===== src/rtl/frame_tx_streamer.sv =====
// frame_tx_streamer
//   Downstream stage of the frame assembler. Once a complete frame is available
//   it walks read_ptr through 0..FRAME_LEN-1, one address per SAMPLE_DIV clocks.
//   It presents each returned byte on dac_data for SAMPLE_DIV clocks, and then
//   pulses tx_done to release the assembler's buffers.
//
//   Optional feature macro: STREAMER_DC_BIAS_EN
//     defined   : frame_data is signed; dac_data = clamp(x + DC_BIAS, 0, 2**DATA_W-1),
//                 and the idle level is DC_BIAS.
//     undefined : dac_data = raw frame_data, and the idle level is 0.
//
// Ports
//   clk, rst_n  : clock, asynchronous active-low reset
//   en          : permits starting a new frame (level)
//   frame_full  : assembler output buffer holds a complete frame
//   frame_data  : assembler dout, valid 1 clk after read_ptr
//   read_ptr    : sample address into the assembled frame
//   tx_done     : 1-clk pulse once the last sample has been held for its full period
//   dac_data    : sample to the DAC, held for SAMPLE_DIV clks
//   dac_valid   : dac_data carries frame samples
//   busy        : FSM not in IDLE
//   frame_cnt   : completed frames, wrapping
module frame_tx_streamer #(
  parameter int FRAME_LEN  = 1120,
  parameter int PTR_W      = 11,
  parameter int DATA_W     = 8,
  parameter int SAMPLE_DIV = 4,
  parameter int GAP_CYCLES = 16,
  parameter int DC_BIAS    = 128
) (
  input  logic              clk,
  input  logic              rst_n,
  input  logic              en,
  input  logic              frame_full,
  input  logic [DATA_W-1:0] frame_data,
  output logic [PTR_W-1:0]  read_ptr,
  output logic              tx_done,
  output logic [DATA_W-1:0] dac_data,
  output logic              dac_valid,
  output logic              busy,
  output logic [15:0]       frame_cnt
);
  localparam int DIV_W = $clog2(SAMPLE_DIV);
  localparam int GAP_W = $clog2(GAP_CYCLES);
  localparam logic [DIV_W-1:0] DIV_LAST = DIV_W'(SAMPLE_DIV - 1);
  localparam logic [GAP_W-1:0] GAP_LAST = GAP_W'(GAP_CYCLES - 1);
  localparam logic [PTR_W-1:0] PTR_LAST = PTR_W'(FRAME_LEN - 1);

  // Elaboration-time parameter sanity. SAMPLE_DIV >= 2 guarantees that the
  // registered frame_data has caught up with read_ptr by the capture edge.
  if (SAMPLE_DIV < 2 || GAP_CYCLES < 2 || (2 ** PTR_W) < FRAME_LEN ||
      DC_BIAS < 0 || DC_BIAS > (2 ** DATA_W) - 1) begin : g_bad_param
    $error("frame_tx_streamer: illegal parameter set");
  end

`ifdef STREAMER_DC_BIAS_EN
  localparam logic [DATA_W-1:0] IDLE_LVL = DATA_W'(DC_BIAS);

  // Signed sample plus bias, computed two bits wider so that both the
  // negative underflow and the positive overflow are visible before clamping.
  function automatic logic [DATA_W-1:0] shape(input logic [DATA_W-1:0] x);
    logic signed [DATA_W+1:0] sum;
    sum = $signed({{2{x[DATA_W-1]}}, x}) + $signed((DATA_W+2)'(DC_BIAS));
    if (sum < 0)
      return '0;
    else if (sum > $signed((DATA_W+2)'((2 ** DATA_W) - 1)))
      return '1;
    else
      return sum[DATA_W-1:0];
  endfunction
`else
  localparam logic [DATA_W-1:0] IDLE_LVL = '0;

  function automatic logic [DATA_W-1:0] shape(input logic [DATA_W-1:0] x);
    return x;
  endfunction
`endif

  typedef enum logic [1:0] {IDLE, STREAM, LAST, GAP} state_t;

  state_t            state, state_n;
  logic [DIV_W-1:0]  div_cnt, div_n;
  logic [GAP_W-1:0]  gap_cnt, gap_n;
  logic [PTR_W-1:0]  ptr_n;
  logic [DATA_W-1:0] data_n;
  logic              valid_n, done_n;
  logic [15:0]       cnt_n;

  assign busy = (state != IDLE);

  always_ff @(posedge clk or negedge rst_n) begin
    if (!rst_n) begin
      state     <= IDLE;
      div_cnt   <= '0;
      gap_cnt   <= '0;
      read_ptr  <= '0;
      dac_data  <= IDLE_LVL;
      dac_valid <= 1'b0;
      tx_done   <= 1'b0;
      frame_cnt <= '0;
    end else begin
      state     <= state_n;
      div_cnt   <= div_n;
      gap_cnt   <= gap_n;
      read_ptr  <= ptr_n;
      dac_data  <= data_n;
      dac_valid <= valid_n;
      tx_done   <= done_n;
      frame_cnt <= cnt_n;
    end
  end

  always_comb begin
    state_n = state;
    div_n   = div_cnt;
    gap_n   = gap_cnt;
    ptr_n   = read_ptr;
    data_n  = dac_data;
    valid_n = dac_valid;
    done_n  = 1'b0;
    cnt_n   = frame_cnt;
    case (state)
      IDLE: begin
        if (en && frame_full) begin
          state_n = STREAM;
          ptr_n   = '0;
          div_n   = '0;
        end
      end
      STREAM: begin
        // frame_full and en are deliberately ignored: a started frame always completes.
        if (div_cnt == DIV_LAST) begin
          div_n   = '0;
          data_n  = shape(frame_data);
          valid_n = 1'b1;
          if (read_ptr == PTR_LAST) begin
            ptr_n   = '0;
            state_n = LAST;
          end else begin
            ptr_n = read_ptr + PTR_W'(1);
          end
        end else begin
          div_n = div_cnt + DIV_W'(1);
        end
      end
      LAST: begin
        // The final sample gets its full SAMPLE_DIV hold before the pulse.
        if (div_cnt == DIV_LAST) begin
          div_n   = '0;
          gap_n   = '0;
          valid_n = 1'b0;
          data_n  = IDLE_LVL;
          done_n  = 1'b1;
          cnt_n   = frame_cnt + 16'd1;
          state_n = GAP;
        end else begin
          div_n = div_cnt + DIV_W'(1);
        end
      end
      GAP: begin
        // frame_full is still stale just after tx_done, so it is not looked at here.
        if (gap_cnt == GAP_LAST) begin
          gap_n   = '0;
          state_n = IDLE;
        end else begin
          gap_n = gap_cnt + GAP_W'(1);
        end
      end
      default: state_n = IDLE;
    endcase
  end
endmodule

===== config.mk =====
export PLATFORM = sky130hd
export DESIGN_NAME = frame_tx_streamer
export DESIGN_NICKNAME = d
export VERILOG_FILES = /design/src/rtl/frame_tx_streamer.sv
export SDC_FILE = /design/constraint.sdc
export NUM_CORES = 1
export LEC_CHECK = 0
export CORE_ASPECT_RATIO = 1.25
export CORE_MARGIN = 1
export CORE_UTILIZATION = 45
export DETAILED_ROUTE_END_ITERATION = 10
export PLACE_DENSITY_LB_ADDON = 0.25
export SETUP_SLACK_MARGIN = 0.1
export SYNTH_ARGS = -nofsm -noshare
export SYNTH_HDL_FRONTEND = slang
export SYNTH_SLANG_ARGS = --single-unit

===== constraint.sdc =====
create_clock -name clk -period 1.8 [get_ports clk]
set_input_delay 0.54 -clock clk [delete_from_list [all_inputs] [get_ports clk]]
set_output_delay 0.54 -clock clk [all_outputs]
set_load 0.005 [all_outputs]

; ---- Word level (Yosys, flattened, before mapping)
; Cells that the tools add are included.
[word_totals]
output_inout_bits = 38
input_bits = 12
elab_cells = 61
regBits = 45
[op_classes]
n_reduce_logical = 14
n_eq_ne = 11
mux = 24
n_addsub = 4
[ops]
columns = op, count
row1 = 2-to-1 mux 11 bit, 3
row2 = one-hot mux 11 bit (2 select lines), 1
row3 = adder 16 x 1 -> 16 bit (second input constant), 1
row4 = 2-to-1 mux 8 bit, 2
row5 = one-hot mux 8 bit (2 select lines), 1
row6 = 2-to-1 mux 2 bit, 7
row7 = adder 11 x 1 -> 11 bit (second input constant), 1
row8 = equality test 11 bit (second input constant), 1
row9 = != test 2 bit (second input constant), 5
row10 = nonzero test 2 bit, 5
row11 = 2-to-1 mux 4 bit, 2
row12 = one-hot mux 2 bit (4 select lines), 1
row13 = one-hot mux 4 bit (2 select lines), 1
row14 = equality test 2 bit (second input constant), 3
row15 = AND reduction 2 bit, 3
row16 = AND reduction 3 bit, 2
row17 = AND reduction 5 bit, 1
row18 = adder 4 x 1 -> 4 bit (second input constant), 1
row19 = equality test 4 bit (second input constant), 1
row20 = 2-to-1 mux 1 bit, 4
row21 = one-hot mux 2 bit (2 select lines), 1
row22 = adder 2 x 1 -> 2 bit (second input constant), 1
row23 = equality test 2 x 1 -> 1 bit (second input constant), 1
row24 = logical NOT 2 bit, 1
row25 = 3 further kinds, 3

; ---- Longest topological paths before layout
[depth]
ltp_word = 4
mapped_depth = 8
ltp_nobuf = 6

; ---- Worst setup path before layout
; OpenSTA, ideal clock, no wires.
[synth_timing]
path_type = register to register
startpoint = reg read_ptr[8]
endpoint = reg state[1]
n_path_buf = 0
path_stages_with_launch = 5
required_time_ns = 1.675
slack_ns = -0.019
setup_ns = 0.125
t_arrival_ns = 1.694
period_less_slack_ns = 1.819
cell_sequence = dfrtp_1 -> or4b_4 -> o31ai_4 -> nand4_2 -> mux2_4
[synth_between]
elab_chain_cells = 3
[synth_rtl]
columns = element, line
row1 = from (decl), 36  ; output logic [PTR_W-1:0] read_ptr,
row2 = from (signal assigned), 105  ; read_ptr <= ptr_n;
row3 = equality test 11 bit, 136  ; if (read_ptr == PTR_LAST) begin
row4 = != test 2 bit (no source line), n/a
row5 = AND reduction 5 bit (no source line), n/a
row6 = to (signal assigned), 102  ; state <= state_n;
row7 = to (decl), 81  ; state_t state, state_n;
; Every way passes these cells.
; A chain may end at the register's enable or synchronous reset.

; ---- Final worst setup path
; Ends and elaborated chain as after synthesis.

==> metrics <==
cell taking the most area after synthesis=dfrtp_1; Ys Warns=0; Synth top area share=0.4994; reg2reg path depth=4; CP cell instances=or4b_4 > o31ai_4 > nand4_2 > mux2_4; crit path kind=flip-flop to flip-flop; nets@finish=348; Slew Viols, Final=0; Core Area=0.004765 sq mm; fraction of layout cells with a size suffix above 1=0.2866; Row Count=28; top post-synthesis cells by count=dfrtp_1, nand2_1, o21ai_0; RSZ-0062 raised after global routing=yes; Synthesized Nets=248; Final Non-Filler Cells=388; pin count of the biggest net entering global routing=46; synthesized area per cell=9.932 sq um; CTS Buf Count=5; final hold slack=205.1 ps; CTS Sinks=45; delay-heaviest family, CP=simple AND/OR/NAND/NOR gates; Clock Latency Late Sink=300 ps; Final ANT Viol Nets=0; count of cell types in the netlist=39; power per cell area=539.3 mW/mm^2; Setup TNS=0 ps; Final Instance Area=0.003451 sq mm; top post-synthesis cells by area=dfrtp_1, nand2_1, ha_1, o21ai_0, xnor2_1; initial DRC count=112; crit path DAT=1980 ps; min cycle time layout=1794 ps; most frequent cell after synthesis=dfrtp_1; vias per inst=5.351; Slowest-stage cell, CP=or4b_4; PortBufs=49; final setup violating endpoints=0; fmax=557.5 MHz; critical path required time=1990 ps; Startpoint Class=flip-flop; Worst IR Drop VDD=375.0 uV; clock buffer depth=2; cts hold-fix bufs=0; critical path peak fanout=2; via count=2076; WL final=5.490 mm; Worst setup EP type=flip-flop; sequential share of the synthesized area=0.4994; flops & latches, synth=45; clk_skew=8.485 ps; Overflow after GRT=0; cell area after synthesis=0.002255 sq mm; DIE AREA=0.005299 sq mm; n_diodes=0; Inst Count DP=347; reg2reg setup slack=6 ps; Slew headroom=0.7462; async set or reset register ratio after synthesis=1.000; final period utilization=0.9965; final RePlAce weighted congestion=0.8307; Slowest Stage Delay on Critical Path=580 ps; first-pass GRT wire length=8.797 mm; Clock Tree Root=clkbuf_8; number of global-route vias before repair=2015; Worst Max-Slew Pin Slew=380.7 ps; Mapped Cells=227; class of the worst hold path=input port to asynchronous set/reset pin; Post-DP Area=0.002965 sq mm; chip height=81.14 um; final hold violation count=0; Final HPWL DP=3.411 mm; CTS tree=done; Post-synth EDFFs=0; DRC Markers=0; LEAKAGE=1.874 nW; max-cap violations=0; Layout Area Growth over Synthesis=53.05%; main flop type after synthesis=dfrtp_1; DR pass1 iterations=4; worst path bufs/invs=0; initial antenna violation count=0; Crit. path cell count=4; clock transition at the registers of the reported paths=90 ps; CTS H-Tree Depth=2; Overall Global Routing Usage=0.2149; wire per inst=14.15 um; Initial Util=0.4732; io pins=50; Horiz. Die Dim=65.31 um; status=complete, no violations
routing by layer:
layer,GRT usage,share of wire,up-vias
met5,0,0,-
met4,0.08696,0.016,0
met3,0.02949,0.028,9
met2,0.3876,0.54,48
met1,0.2545,0.42,1014
li1,-,-,1005
worst paths after layout:
path                             start           to
max                        read_ptr[8]     state[1]
min                              rst_n  read_ptr[8]
max reg2reg                read_ptr[8]     state[1]
min reg2reg                dac_data[5]  dac_data[5]
max in group asynchronous        rst_n  read_ptr[2]
min in group clk           dac_data[5]  dac_data[5]
cells in the final DEF, fill, tap and decap left out, types with 5 or more instances in the layout:
cell / n
buf_4: 47
dfrtp_1: 41
nand2_1: 35
dlygate4sd2_1: 23
o21ai_0: 18
dlymetal6s2s_1: 13
nand3_1: 12
a31oi_1: 10
nor2_1: 10
clkdlybuf4s50_1: 10
xnor2_1: 9
xor2_1: 7
nand4_1: 5
ha_1: 5
clkbuf_8: 5
per-stage QoR:
stage | power [mW] | utilization | worst slack [ps]
floorplan | 1.052 | - | 68.50
global placement | 1.120 | 0.6224 | 31.72
detailed placement | 1.121 | 0.6224 | 15.38
CTS | 1.887 | 0.6865 | 15.79
global route | 1.932 | 0.7243 | -31.25
finish | 1.861 | 0.7243 | 6.268
cell type report:
type	instances	area, sq um
sequential	45	1131
multi-input combinational	166	1190
inverter	7	26.28
clock buffer	6	72.57
clock inverter	2	38.79
timing repair buffer	102	917.1
tap	60	75.07
fill	358	1314
state kept, by name, summed over array words and instances, names as in the netlist:
register / count
gap_cnt: 4
div_cnt: 2
frame_cnt: 16
state: 2
dac_data: 8
read_ptr: 11
dac_valid: 1
tx_done: 1
logic make-up (layout without fill, tap and decap cells):
family | Yosys count | count (layout) | share of synthesized area
flops | 45 | 45 | 0.4994
compound gates | 47 | 47 | 0.1399
mux | 7 | 7 | 0.03385
fa+ha+maj | 9 | 9 | 0.04995
xor+xnor | 16 | 16 | 0.06216
simple gates | 87 | 87 | 0.1865
buf+inv | 16 | 117 | 0.02830
where the power goes:
part	internal [mW]	switching [mW]
registers	1.02	0.00453
clock network	0.417	0.351
logic	0.0377	0.0321
repair_timing:
action,in CTS,in global routing
buffers inserted,28,6
gates cloned,0,0
endpoints found under the setup margin,45,38
pin swaps,1,11
gates resized for setup,35,41
Note: power is estimated with default switching activity, not from simulation.
